===== config.mk =====
export PLATFORM = sky130hd
export DESIGN_NAME = alu_ctrl_muldiv
export DESIGN_NICKNAME = d
export VERILOG_FILES = /design/src/rtl/mips_pkg.sv /design/src/rtl/muldiv_iter.sv /design/src/rtl/alu_ctrl_muldiv.sv
export SDC_FILE = /design/constraint.sdc
export NUM_CORES = 1
export LEC_CHECK = 0
export ABC_CLOCK_PERIOD_IN_PS = 4450
export CELL_PAD_IN_SITES_DETAIL_PLACEMENT = 1
export CELL_PAD_IN_SITES_GLOBAL_PLACEMENT = 2
export CORE_ASPECT_RATIO = 1.2
export CORE_MARGIN = 1.5
export CORE_UTILIZATION = 36
export CTS_CLUSTER_SIZE = 24
export DETAILED_ROUTE_END_ITERATION = 16
export GPL_TIMING_DRIVEN = 0
export PLACE_DENSITY_LB_ADDON = 0.1
export SYNTH_ARGS = -nofsm -noshare
export SYNTH_HDL_FRONTEND = slang
export SYNTH_SLANG_ARGS = --single-unit

===== constraint.sdc =====
create_clock -name clk -period 4.45 [get_ports clk]
set_input_delay 0.6675 -clock clk [delete_from_list [all_inputs] [get_ports clk]]
set_output_delay 0.6675 -clock clk [all_outputs]
set_load 0.01 [all_outputs]

===== src/rtl/mips_pkg.sv =====
// mips_pkg: shared constants for the MIPS EX-stage control blocks.
//   - 4-bit ALU operation codes driven to the ALU
//   - R-type funct codes (ALU ops, jr, multiply/divide and HI/LO moves)
//   - 2-bit main-control ALUOp codes
//   - state encoding of the iterative multiply/divide engine
package mips_pkg;

  localparam logic [3:0] ALU_AND     = 4'd0;
  localparam logic [3:0] ALU_OR      = 4'd1;
  localparam logic [3:0] ALU_ADD     = 4'd2;
  localparam logic [3:0] ALU_INVALID = 4'd3;
  localparam logic [3:0] ALU_SUB     = 4'd6;
  localparam logic [3:0] ALU_SLT     = 4'd7;
  localparam logic [3:0] ALU_NOR     = 4'd12;
  localparam logic [3:0] ALU_SLL     = 4'd13;
  localparam logic [3:0] ALU_SRL     = 4'd14;

  localparam logic [5:0] FN_SLL   = 6'd0;
  localparam logic [5:0] FN_SRL   = 6'd2;
  localparam logic [5:0] FN_JR    = 6'd8;
  localparam logic [5:0] FN_MFHI  = 6'd16;
  localparam logic [5:0] FN_MTHI  = 6'd17;
  localparam logic [5:0] FN_MFLO  = 6'd18;
  localparam logic [5:0] FN_MTLO  = 6'd19;
  localparam logic [5:0] FN_MULT  = 6'd24;
  localparam logic [5:0] FN_MULTU = 6'd25;
  localparam logic [5:0] FN_DIV   = 6'd26;
  localparam logic [5:0] FN_DIVU  = 6'd27;
  localparam logic [5:0] FN_ADD   = 6'd32;
  localparam logic [5:0] FN_SUB   = 6'd34;
  localparam logic [5:0] FN_AND   = 6'd36;
  localparam logic [5:0] FN_OR    = 6'd37;
  localparam logic [5:0] FN_NOR   = 6'd39;
  localparam logic [5:0] FN_SLT   = 6'd42;

  localparam logic [1:0] ALUOP_ADD   = 2'd0;
  localparam logic [1:0] ALUOP_SUB   = 2'd1;
  localparam logic [1:0] ALUOP_RTYPE = 2'd2;
  localparam logic [1:0] ALUOP_AND   = 2'd3;

  typedef enum logic [1:0] {ST_IDLE, ST_RUN, ST_FIX} md_state_t;

endpackage


===== src/rtl/muldiv_iter.sv =====
// muldiv_iter: iterative multiply/divide core with architectural HI/LO.
// One shift-add (multiply) or restoring-subtract (divide) step per cycle,
// WIDTH steps, then a single sign-fix/writeback cycle.
// Optional feature macro: ALU_CTRL_DIV_EN (divider datapath present).
// Ports:
//   clk, reset      rising-edge clock, synchronous active-high reset
//   start           request a mult/multu/div/divu (taken only when idle)
//   op_signed       signed variant (mult/div)
//   op_div          divide rather than multiply
//   wr_hi, wr_lo    mthi/mtlo write strobes (honoured only when idle)
//   a, b            operand A (also mthi/mtlo data) and operand B
//   hi, lo          architectural HI/LO
//   busy            engine in RUN or FIX
module muldiv_iter
  import mips_pkg::*;
#(
  parameter int WIDTH = 32,
  parameter int CNT_W = $clog2(WIDTH) + 1
) (
  input  logic             clk,
  input  logic             reset,
  input  logic             start,
  input  logic             op_signed,
  input  logic             op_div,
  input  logic             wr_hi,
  input  logic             wr_lo,
  input  logic [WIDTH-1:0] a,
  input  logic [WIDTH-1:0] b,
  output logic [WIDTH-1:0] hi,
  output logic [WIDTH-1:0] lo,
  output logic             busy
);

  md_state_t        state;
  logic [CNT_W-1:0] cnt;
  // acc_hi: product upper half / partial remainder
  // acc_lo: multiplier being shifted out / quotient being shifted in
  // opnd  : multiplicand / divisor magnitude
  logic [WIDTH-1:0] acc_hi, acc_lo, opnd;
  logic             neg_q;
  logic             go;
  logic [WIDTH-1:0] mag_a, mag_b;
  logic [WIDTH:0]   add_sum;
  logic [2*WIDTH-1:0] prod_fix;

  assign mag_a = (op_signed && a[WIDTH-1]) ? -a : a;
  assign mag_b = (op_signed && b[WIDTH-1]) ? -b : b;

  assign add_sum  = {1'b0, acc_hi} + {1'b0, (acc_lo[0] ? opnd : '0)};
  assign prod_fix = neg_q ? -{acc_hi, acc_lo} : {acc_hi, acc_lo};

`ifdef ALU_CTRL_DIV_EN
  logic             is_div, neg_r, div0, sub_ok;
  logic [WIDTH:0]   shifted;
  logic [WIDTH-1:0] diff, rem_nxt, q_fix, r_fix;

  assign go      = start;
  assign shifted = {acc_hi, acc_lo[WIDTH-1]};
  assign sub_ok  = shifted >= {1'b0, opnd};
  // The true difference is below the divisor, so modulo-2^WIDTH is exact.
  assign diff    = shifted[WIDTH-1:0] - opnd;
  assign rem_nxt = sub_ok ? diff : shifted[WIDTH-1:0];
  // With a zero divisor every step subtracts 0, leaving |A| as the remainder;
  // re-applying A's sign restores raw A in HI. Only LO needs overriding.
  assign q_fix   = div0 ? '1 : (neg_q ? -acc_lo : acc_lo);
  assign r_fix   = neg_r ? -acc_hi : acc_hi;
`else
  // No divider: div/divu requests are ignored outright.
  assign go = start && !op_div;
`endif

  always_ff @(posedge clk) begin
    if (reset) begin
      state  <= ST_IDLE;
      busy   <= 1'b0;
      cnt    <= '0;
      hi     <= '0;
      lo     <= '0;
      acc_hi <= '0;
      acc_lo <= '0;
      opnd   <= '0;
      neg_q  <= 1'b0;
`ifdef ALU_CTRL_DIV_EN
      is_div <= 1'b0;
      neg_r  <= 1'b0;
      div0   <= 1'b0;
`endif
    end else begin
      case (state)
        ST_IDLE: begin
          if (go) begin
            // Multiply is commutative, so both ops share one load pattern.
            acc_hi <= '0;
            acc_lo <= mag_a;
            opnd   <= mag_b;
            neg_q  <= op_signed && (a[WIDTH-1] ^ b[WIDTH-1]);
`ifdef ALU_CTRL_DIV_EN
            is_div <= op_div;
            neg_r  <= op_signed && a[WIDTH-1];
            div0   <= (b == '0);
`endif
            cnt    <= '0;
            busy   <= 1'b1;
            state  <= ST_RUN;
          end else begin
            if (wr_hi) hi <= a;
            if (wr_lo) lo <= a;
          end
        end
        ST_RUN: begin
`ifdef ALU_CTRL_DIV_EN
          if (is_div) begin
            acc_hi <= rem_nxt;
            acc_lo <= {acc_lo[WIDTH-2:0], sub_ok};
          end else
`endif
          {acc_hi, acc_lo} <= {add_sum, acc_lo[WIDTH-1:1]};
          cnt <= cnt + 1'b1;
          if (cnt == CNT_W'(WIDTH - 1)) state <= ST_FIX;
        end
        ST_FIX: begin
`ifdef ALU_CTRL_DIV_EN
          if (is_div) begin
            lo <= q_fix;
            hi <= r_fix;
          end else
`endif
          begin
            hi <= prod_fix[2*WIDTH-1:WIDTH];
            lo <= prod_fix[WIDTH-1:0];
          end
          busy  <= 1'b0;
          state <= ST_IDLE;
        end
        default: begin
          busy  <= 1'b0;
          state <= ST_IDLE;
        end
      endcase
    end
  end

endmodule


===== src/rtl/alu_ctrl_muldiv.sv =====
// alu_ctrl_muldiv: EX-stage ALU control with iterative multiply/divide.
// Decodes ALUOp/funct to the 4-bit ALU operation and jr, drives the
// muldiv_iter core, and stalls the pipeline when a muldiv-class instruction
// meets a busy engine.
// Optional feature macro: ALU_CTRL_DIV_EN (div/divu supported when defined).
// Ports:
//   clk, reset      rising-edge clock, synchronous active-high reset
//   alu_op, funct   main-control ALUOp and instruction funct field
//   ex_valid        real instruction in EX
//   rs_val, rt_val  operands A and B
//   alu_ctrl        ALU operation (combinational)
//   jump_reg        jr detected (combinational)
//   hi, lo          architectural HI/LO
//   busy            engine iterating (RUN or FIX)
//   stall           hold IF/ID/EX this cycle
module alu_ctrl_muldiv
  import mips_pkg::*;
#(
  parameter int WIDTH = 32,
  parameter int CNT_W = $clog2(WIDTH) + 1
) (
  input  logic             clk,
  input  logic             reset,
  input  logic [1:0]       alu_op,
  input  logic [5:0]       funct,
  input  logic             ex_valid,
  input  logic [WIDTH-1:0] rs_val,
  input  logic [WIDTH-1:0] rt_val,
  output logic [3:0]       alu_ctrl,
  output logic             jump_reg,
  output logic [WIDTH-1:0] hi,
  output logic [WIDTH-1:0] lo,
  output logic             busy,
  output logic             stall
);

  logic rtype, is_mul, is_div, is_mvhl, vld_rt;

  assign rtype   = (alu_op == ALUOP_RTYPE);
  assign vld_rt  = ex_valid && rtype;
  assign is_mul  = (funct == FN_MULT) || (funct == FN_MULTU);
`ifdef ALU_CTRL_DIV_EN
  assign is_div  = (funct == FN_DIV) || (funct == FN_DIVU);
`else
  assign is_div  = 1'b0;
`endif
  assign is_mvhl = (funct >= FN_MFHI) && (funct <= FN_MTLO);

  assign jump_reg = rtype && (funct == FN_JR);
  // busy mirrors state!=IDLE, so this holds any HI/LO consumer or producer.
  assign stall    = vld_rt && busy && (is_mul || is_div || is_mvhl);

  always_comb begin
    alu_ctrl = ALU_INVALID;
    case (alu_op)
      ALUOP_ADD: alu_ctrl = ALU_ADD;
      ALUOP_SUB: alu_ctrl = ALU_SUB;
      ALUOP_AND: alu_ctrl = ALU_AND;
      default: begin
        case (funct)
          FN_AND:  alu_ctrl = ALU_AND;
          FN_OR:   alu_ctrl = ALU_OR;
          FN_ADD:  alu_ctrl = ALU_ADD;
          FN_SUB:  alu_ctrl = ALU_SUB;
          FN_SLT:  alu_ctrl = ALU_SLT;
          FN_NOR:  alu_ctrl = ALU_NOR;
          FN_SLL:  alu_ctrl = ALU_SLL;
          FN_SRL:  alu_ctrl = ALU_SRL;
          default: alu_ctrl = ALU_INVALID;
        endcase
      end
    endcase
  end

  muldiv_iter #(.WIDTH(WIDTH), .CNT_W(CNT_W)) u_md (
    .clk       (clk),
    .reset     (reset),
    .start     (vld_rt && (is_mul || is_div)),
    .op_signed ((funct == FN_MULT) || (funct == FN_DIV)),
    .op_div    ((funct == FN_DIV) || (funct == FN_DIVU)),
    .wr_hi     (vld_rt && (funct == FN_MTHI)),
    .wr_lo     (vld_rt && (funct == FN_MTLO)),
    .a         (rs_val),
    .b         (rt_val),
    .hi        (hi),
    .lo        (lo),
    .busy      (busy)
  );

endmodule


Word-level counts from Yosys, hierarchy flattened --
Index checks and enable logic that the tools add are counted.
Cells by class: $add $sub $neg 5, multipliers 0, div/mod/pow operators 0, $lt $le $gt $ge 2, equal/unequal tests 25, shift-type cells 0, muxes and demuxes 23, bitwise operators 2, reductions and logical operators 28
Operators with widths (count):
- 2-to-1 mux 32 bit | 9
- case mux 32 bit (2 select lines) | 4
- 2-to-1 mux 64 bit | 1
- negation 32 bit | 2
- negation 64 bit | 1
- == test 6 x 5 -> 1 bit, second input constant | 7
- == test 6 bit, second input constant | 6
- adder 32 x 32 -> 33 bit | 1
- case mux 4 bit (8 select lines) | 1
- logical AND 1 bit | 12
- case mux 4 bit (3 select lines) | 1
- case mux 6 bit (2 select lines) | 1
- != test 2 x 1 -> 1 bit, second input constant | 4
- AND reduction 2 bit | 4
- adder 6 x 1 -> 6 bit, second input constant | 1
- == test 2 bit, second input constant | 3
- == test 6 x 2 -> 1 bit, second input constant | 1
- == test 6 x 4 -> 1 bit, second input constant | 1
- greater-or-equal comparator 6 x 5 -> 1 bit, second input constant | 1
- <= comparator 6 x 5 -> 1 bit, second input constant | 1
- zero test 6 bit | 1
- 2-to-1 mux 6 bit | 1
- AND reduction 3 bit | 2
- == test 2 x 1 -> 1 bit, second input constant | 2
- 11 further kinds | 17
Storage, ports and cells: flip-flop bits (word level) 170, latch bits 0, RAM bits 0, ROM bits 0, input port bits 75, output and inout port bits 71, word-level logic and storage cells 94, memories kept 0

Logic depth before layout (Yosys ltp) --
Gate-level depths: netlist (run 1).
word-level depth 6, mapped depth 14, depth with buffers taken out 12

Cells and area by module --
Synthesis (run 1) repeated with hierarchy kept, for this count alone.
Unflattened totals: cells, all modules 1398, area total of the unflattened synthesis 11111.9 um^2
Modules (own cells, without submodules):
- muldiv_iter | instances 1, cells an instance 1363, area each 10891.7 um^2, seq. area each 3403.3 um^2
- alu_ctrl_muldiv | instances 1, cells an instance 35, area each 220.2 um^2, seq. area each 0.0 um^2

Worst setup path after synthesis (run 1) --
Ideal clock, no wire load.
path kind input port to flip-flop, from input port alu_op[0], to register u_md.acc_lo[8], library setup time 128 ps, arrival time 2817 ps, required time 4322 ps, path slack 1506 ps, stages on the path 8, path buffers 1, cell sequence nand2b_1 nor4_1 nand2b_1 nor4b_1 nor2_1 clkbuf_1 a221oi_1 nor2_1
On the way: word-level cells in the longest chain between the ends 6
RTL lines:
- from (decl) | line alu_ctrl_muldiv.sv:24 | input logic [1:0] alu_op,
- == test 2 bit | line alu_ctrl_muldiv.sv:39 | assign rtype = (alu_op == ALUOP_RTYPE);
- logical AND 1 bit | line alu_ctrl_muldiv.sv:40 | assign vld_rt = ex_valid && rtype;
- logical AND 1 bit | line alu_ctrl_muldiv.sv:78 | .start (vld_rt && (is_mul || is_div)),
- logical AND 1 bit | line muldiv_iter.sv:69 | assign go = start && !op_div;
- != test 2 x 1 -> 1 bit (no source line)
- AND reduction 2 bit (no source line)
- to (signal assigned) | line muldiv_iter.sv:94 | acc_lo <= mag_a;
- to (signal assigned) | line muldiv_iter.sv:117 | {acc_hi, acc_lo} <= {add_sum, acc_lo[WIDTH-1:1]};
- to (decl) | line muldiv_iter.sv:39 | logic [WIDTH-1:0] acc_hi, acc_lo, opnd;
No other way between the ends. A chain may end at the register's enable or synchronous reset.

Worst setup path in the final report (run 1) --
from register u_md.acc_lo[0], to register u_md.acc_hi[30]
On the way: word-level cells in the longest chain between the ends 3
RTL lines:
- 2-to-1 mux 32 bit | line muldiv_iter.sv:49 | assign add_sum = {1'b0, acc_hi} + {1'b0, (acc_lo[0] ? opnd : '0)};
- adder 32 x 32 -> 33 bit | line muldiv_iter.sv:49
- case mux 32 bit (2 select lines) | line muldiv_iter.sv:89 | case (state)
- to (signal assigned) | line muldiv_iter.sv:117
- to (decl) | line muldiv_iter.sv:39
No other way between the ends.

==> results of run 1 <==
==> tightest hold or removal path, stage by stage, from the launching register on <==
cell and delay (ns):
dfxtp_1 0.31, nand2_1 0.05, a21oi_1 0.05
==> worst paths after layout <==
kind	from	endpoint	slack, ns	depth (start not counted)
worst min-delay path	u_md.opnd[0]$_SDFFE_PP0P_	u_md.opnd[0]$_SDFFE_PP0P_	0.46	2
worst max-delay path	u_md.acc_lo[0]$_SDFFE_PP0P_	u_md.acc_hi[30]$_SDFFE_PP0P_	0.42	12
worst max register to register	u_md.acc_lo[0]$_SDFFE_PP0P_	u_md.acc_hi[30]$_SDFFE_PP0P_	0.42	12
worst min register to register	u_md.opnd[0]$_SDFFE_PP0P_	u_md.opnd[0]$_SDFFE_PP0P_	0.46	2
==> stage by stage <==
stage          total power [mW]  instances  cell area (um^2)  utilization
6_report                   3.35       2002             13800        0.450
5_1_grt                    3.45       2002             13800        0.450
4_1_cts                    3.37       2002             13800        0.450
3_5_place_dp               1.82       1970             13200        0.431
3_3_place_gp               1.82       1969             13200        0.430
2_1_floorplan              1.66       1432             11300            -
==> cell type report <==
class                      count  area, um^2  area share
timing repair buffer         142        1420       0.103
buffer                       103         389      0.0281
clock inverter                14         159      0.0115
clock buffer                  18         439      0.0317
multi-input combinational   1138        7450       0.538
inverter                      21        78.8     0.00570
sequential                   170        3400       0.246
tap                          396         495      0.0358
==> report_power, final <==
group / switching [mW] / internal [mW] / total [mW]
Clock: 0.707 / 0.855 / 1.56
Combinational: 0.161 / 0.105 / 0.266
Sequential: 0.00214 / 1.52 / 1.52
Total: 0.870 / 2.48 / 3.35
==> kinds of logic (layout without fill, tap and decap cells) <==
kind of cell    Yosys count  in the layout  synth area share
buf+inv                 124            298            0.0414
compound gates          434            434             0.253
fa+ha+maj                37             37            0.0416
flops                   170            170             0.301
xor+xnor                138            138             0.107
simple gates            477            477             0.209
mux                      52             52            0.0469
==> layer usage <==
metal | share of wire | GRT usage | vias to the layer above
met5 | 0 | 0 | -
met3 | 0.035 | 0.0363 | 99
li1 | - | - | 5537
met4 | 0.041 | 0.129 | 0
met2 | 0.52 | 0.520 | 289
met1 | 0.41 | 0.324 | 5648
==> cell usage after synthesis (all sizes together) (14+ instances only) <==
cell | instances | area share
a31oi | 15 | 0.0083
or4 | 19 | 0.013
or3 | 14 | 0.0077
mux2i | 44 | 0.039
nand3 | 26 | 0.012
ha | 36 | 0.040
xnor2 | 73 | 0.057
a22oi | 31 | 0.021
a21o | 20 | 0.013
nand2b | 16 | 0.0089
nor3 | 21 | 0.0097
nor2b | 15 | 0.0083
o21ai | 86 | 0.038
a211oi | 91 | 0.060
nor2 | 152 | 0.050
and2 | 36 | 0.020
clkbuf | 94 | 0.031
o41ai | 16 | 0.015
inv | 21 | 0.0070
nand2 | 116 | 0.039
xor2 | 65 | 0.050
dfxtp | 170 | 0.30
o31ai | 31 | 0.021
a21oi | 101 | 0.045
==> state kept, by name (all words and copies together) (netlist names) <==
| register | cells |
|---|---|
| u_md.acc_hi | 32 |
| u_md.acc_lo | 32 |
| u_md.hi | 32 |
| u_md.lo | 32 |
| u_md.opnd | 32 |
| u_md.cnt | 6 |
| u_md.state | 2 |
| u_md.busy | 1 |
| u_md.neg_q | 1 |
==> results.sh, run 1 <==
export IMPL_die_width_um=165
export IMPL_totalWireLength_mm=45.8
export IMPL_path_class="register to register"
export IMPL_preCtsSetupSlack_ns=0.0966
export IMPL_overflow=0
export IMPL_via_count=11600
export IMPL_status="finished, final reports clean"
export IMPL_cts_tree="yes"
export IMPL_root_buffer="clkbuf_16"
export IMPL_yosysSeqAreaShare=0.301
export IMPL_min_period_over_period=0.905
export IMPL_cts_setup_buffers=0
export IMPL_fmax_ghz=0.248
export IMPL_critical_path_top_delay_family="compound AO/OA/AOI/OAI gates"
export IMPL_port_buffer_count=141
export IMPL_clk_pin_slew_ns=0.07
export IMPL_path_cells="clkbuf_1 -> clkbuf_1 -> and2_1 -> ha_1 -> a21o_1 -> a31oi_1 -> o21ai_0 -> a21oi_1 -> o311ai_0 -> a31oi_1 -> mux2i_1 -> nand3_1"
export IMPL_via_per_inst=5.78
export IMPL_synthFlopType="dfxtp_1"
export IMPL_min_period_ns=4.03
export IMPL_hold_class="register to register"
export IMPL_yosysUniqueCellTypes=67
export IMPL_grt_pass1_wl_mm=69.0
export IMPL_coreArea_um2=30700
export IMPL_synth_cells=1432
export IMPL_die_area_um2=32500
export IMPL_antenna_found_initial=0
export IMPL_critical_path_arrival_ns=4.36
export IMPL_cts_hold_buffers_added=0
export IMPL_setup_violations=0
export IMPL_drt_iter0_drc=565
export IMPL_max_stage_delay_ns=0.45
export IMPL_ant_nets=0
export IMPL_drv_slew=0
export IMPL_cp_num_buf_inv=2
export IMPL_cts_path_max_buffers=2
export IMPL_nFillCells=3759
export IMPL_cp_start_kind="register"
export IMPL_relSlewSlack=0.356
export IMPL_syn_nets=1544
export IMPL_rows=70
export IMPL_num_io_pins=146
export IMPL_first_global_vias=11800
export IMPL_finalHoldViolations=0
export IMPL_ys_ff_latch=170
export IMPL_cp_slowest_cell="a21oi_1"
export IMPL_layout_commonest_cell="dfxtp_1"
export IMPL_n_antenna_cell=0
export IMPL_syn_area_um2=11300
export IMPL_track_usage=0.284
export IMPL_peakVddDrop_mv=0.152
export IMPL_ys_warn_count=0
export IMPL_remaining_drc_errors=0
export IMPL_final_cell_mix="170 x dfxtp_1, 152 x nor2_1, 141 x clkdlybuf4s50_1"
export IMPL_cap_violations=0
export IMPL_avgSynthCellArea_um2=7.90
export IMPL_cp_end_kind="register"
export IMPL_initial_core_util=0.368
export IMPL_clk_latency_ns=0.45
export IMPL_area_growth_syn_to_layout_pct=22.3
export IMPL_worst_hold_slack_ns=0.457
export IMPL_power_density_nw_per_um2=242
export IMPL_cts_sinks=170
export IMPL_worst_slew_pin_slew_ns=0.954
export IMPL_fin_ws_ns=0.424
export IMPL_critPathRequiredTime_ns=4.78
export IMPL_grt_setup_unrepaired="false"
export IMPL_grt_max_degree=17
export IMPL_dieHeight_um=197
export IMPL_wl_per_cell_um=22.9
export IMPL_final_setup_tns_ns=0
export IMPL_p_leak_nw=4.95
export IMPL_drt_pass1_iterations=5
export IMPL_nNetsFinal=1705
export IMPL_drive_above_1_share=0.0423
export IMPL_cts_buffers=17
export IMPL_path_max_fanout=10
export IMPL_hpwl_mm=36.3
export IMPL_cts_resized=0
export IMPL_skew_ns=0.0163
export IMPL_synth_edf_count=0
export IMPL_routabilityCongestion=0.888
export IMPL_cts_max_level=4
export IMPL_synthArstFlopShare=0
(Power assumes the default switching activity.)
==> inputs of run 2 (changes only) <==
--- a/config.mk
+++ b/config.mk
@@ -14,7 +14,7 @@
 export CTS_CLUSTER_SIZE = 24
 export DETAILED_ROUTE_END_ITERATION = 16
 export GPL_TIMING_DRIVEN = 0
-export PLACE_DENSITY_LB_ADDON = 0.1
+export PLACE_DENSITY = 0.95
 export SYNTH_ARGS = -nofsm -noshare
 export SYNTH_HDL_FRONTEND = slang
 export SYNTH_SLANG_ARGS = --single-unit
==> run 2 against run 1 <==
  * Setup slack got worse by 0.0080 ns
  * Global-route usage is 1.4 points lower
  * Power down 0.37%
  * Clock power barely moved
  * Final cell count stayed put
  * Hold slack lost 0.0076 ns
  * Via count increased by 0.51%
  * Critical path depth is 1 higher
  * Register-to-register slack hardly changed
  * Highest routed layer unchanged
==> results.sh, run 2 (synthesis results as in run 1) <==
export IMPL_n_antenna_cell=0
export IMPL_grt_setup_unrepaired="false"
export IMPL_critical_path_arrival_ns=4.36
export IMPL_dieHeight_um=197
export IMPL_fin_area_um2=13800
export IMPL_via_per_inst=5.81
export IMPL_ant_nets=0
export IMPL_path_max_fanout=10
export IMPL_cts_sinks=170
export IMPL_min_period_ns=4.03
export IMPL_cts_tree="yes"
export IMPL_final_cells=2002
export IMPL_post_dp_cell_area_um2=13200
export IMPL_path_class="register to register"
export IMPL_rrSetupSlack_ns=0.42
export IMPL_initial_core_util=0.368
export IMPL_worst_slew_pin_slew_ns=0.952
export IMPL_totalWireLength_mm=43.4
export IMPL_rows=70
export IMPL_dp_cells=1970
export IMPL_track_usage=0.270
export IMPL_first_global_vias=12100
export IMPL_cts_hold_buffers_added=0
export IMPL_nNetsFinal=1706
export IMPL_die_width_um=165
export IMPL_critPathRequiredTime_ns=4.78
export IMPL_pwr_share_comb=0.079
export IMPL_p_sw_uw=818
export IMPL_coreArea_um2=30700
export IMPL_min_period_over_period=0.907
export IMPL_cts_buffers=17
export IMPL_hold_class="register to register"
export IMPL_fin_ws_ns=0.416
export IMPL_switching_share=0.245
export IMPL_drv_slew=0
export IMPL_peakVddDrop_mv=0.208
export IMPL_p_seq_frac=0.457
export IMPL_preCtsSetupSlack_ns=0.0606
export IMPL_layout_commonest_cell="dfxtp_1"
export IMPL_grt_pass1_wl_mm=67.0
export IMPL_worst_hold_slack_ns=0.449
export IMPL_port_buffer_count=141
export IMPL_p_int_mw=2.52
export IMPL_final_cell_mix="170 x dfxtp_1, 152 x nor2_1, 141 x clkdlybuf4s50_1"
export IMPL_hpwl_mm=34.1
export IMPL_finish_utilization=0.450
export IMPL_root_buffer="clkbuf_16"
export IMPL_num_io_pins=146
export IMPL_status="finished, final reports clean"
export IMPL_overflow=0
export IMPL_fmax_ghz=0.248
export IMPL_clk_latency_ns=0.45
export IMPL_cp_end_kind="register"
export IMPL_drt_iter0_drc=629
export IMPL_power_density_nw_per_um2=241
export IMPL_p_leak_nw=4.94
export IMPL_via_count=11600
export IMPL_die_area_um2=32500
export IMPL_skew_ns=0.0131
export IMPL_clkPwrFrac=0.465
export IMPL_wl_per_cell_um=21.7
export IMPL_relSlewSlack=0.363
export IMPL_clk_pin_slew_ns=0.07
export IMPL_grt_max_degree=17
export IMPL_finalHoldViolations=0
export IMPL_cts_path_max_buffers=2
export IMPL_remaining_drc_errors=0
export IMPL_fin_total_pwr_mw=3.34
export IMPL_final_setup_tns_ns=0
export IMPL_cts_max_level=4
export IMPL_drt_pass1_iterations=5
export IMPL_cap_violations=0
export IMPL_setup_violations=0
export IMPL_area_growth_syn_to_layout_pct=22.3
export IMPL_antenna_found_initial=0
export IMPL_cp_start_kind="register"
export IMPL_drive_above_1_share=0.0405
export IMPL_routabilityCongestion=0.986
## run 2: cell count changes in the layout (fill, tap and decap cells not counted)
cell | previous run | this run
bufinv_16 | 2 | 3
clkbuf_1 | 94 | 96
clkbuf_4 | 0 | 1
clkinv_4 | 4 | 2
clkinvlp_4 | 1 | 4
inv_6 | 4 | 0
inv_8 | 1 | 0
nor3_1 | 19 | 20
nor3_2 | 2 | 1
o21ai_0 | 83 | 82
o21ai_1 | 3 | 4
## run 2: layout make-up
cell class / count / area (um^2)
fill: 3748 / 16900
multi-input combinational: 1138 / 7440
sequential: 170 / 3400
timing repair buffer: 143 / 1430
tap: 396 / 495
clock buffer: 20 / 447
buffer: 103 / 389
clock inverter: 11 / 148
inverter: 21 / 78.8
## run 2: what timing repair did
| action | CTS | global route |
|---|---|---|
| endpoints found under the setup margin | 0 | 3 |
| resized for setup | 0 | 1 |
| setup buffers | 0 | 0 |
## run 2: path summary, 6_finish.rpt
path	startpoint	end	cells past startpoint
worst max-delay path	u_md.acc_lo[0]$_SDFFE_PP0P_	u_md.acc_hi[30]$_SDFFE_PP0P_	13
worst max register to register	u_md.acc_lo[0]$_SDFFE_PP0P_	u_md.acc_hi[30]$_SDFFE_PP0P_	13
worst min register to register	u_md.opnd[31]$_SDFFE_PP0P_	u_md.opnd[31]$_SDFFE_PP0P_	2
worst min-delay path	u_md.opnd[31]$_SDFFE_PP0P_	u_md.opnd[31]$_SDFFE_PP0P_	2
## run 2: layer usage
metal	global-route usage	part of all wire	up-vias
met5	0	0	-
met4	0.126	0.042	0
met3	0.0372	0.050	108
met2	0.494	0.51	364
met1	0.305	0.40	5641
li1	-	-	5519
## run 2: power by group through the flow
stage / clock network (mW) / registers, mW / logic [mW]
2_1_floorplan: 0 / 1.56 / 0.102
3_3_place_gp: 0 / 1.56 / 0.253
3_5_place_dp: 0 / 1.56 / 0.258
4_1_cts: 1.56 / 1.53 / 0.260
5_1_grt: 1.62 / 1.53 / 0.280
6_report: 1.55 / 1.53 / 0.262
## run 2: worst max-delay path, cell delays in order (launching register included)
cell,delay [ns]
dfxtp_1,0.31
clkbuf_1,0.48
clkbuf_1,0.46
nand2_1,0.21
inv_1,0.11
ha_1,0.23
a21oi_1,0.20
nand4b_1,0.18
nand2_1,0.12
a21oi_1,0.50
o311ai_0,0.40
a31oi_1,0.39
mux2i_1,0.23
nand3_1,0.09
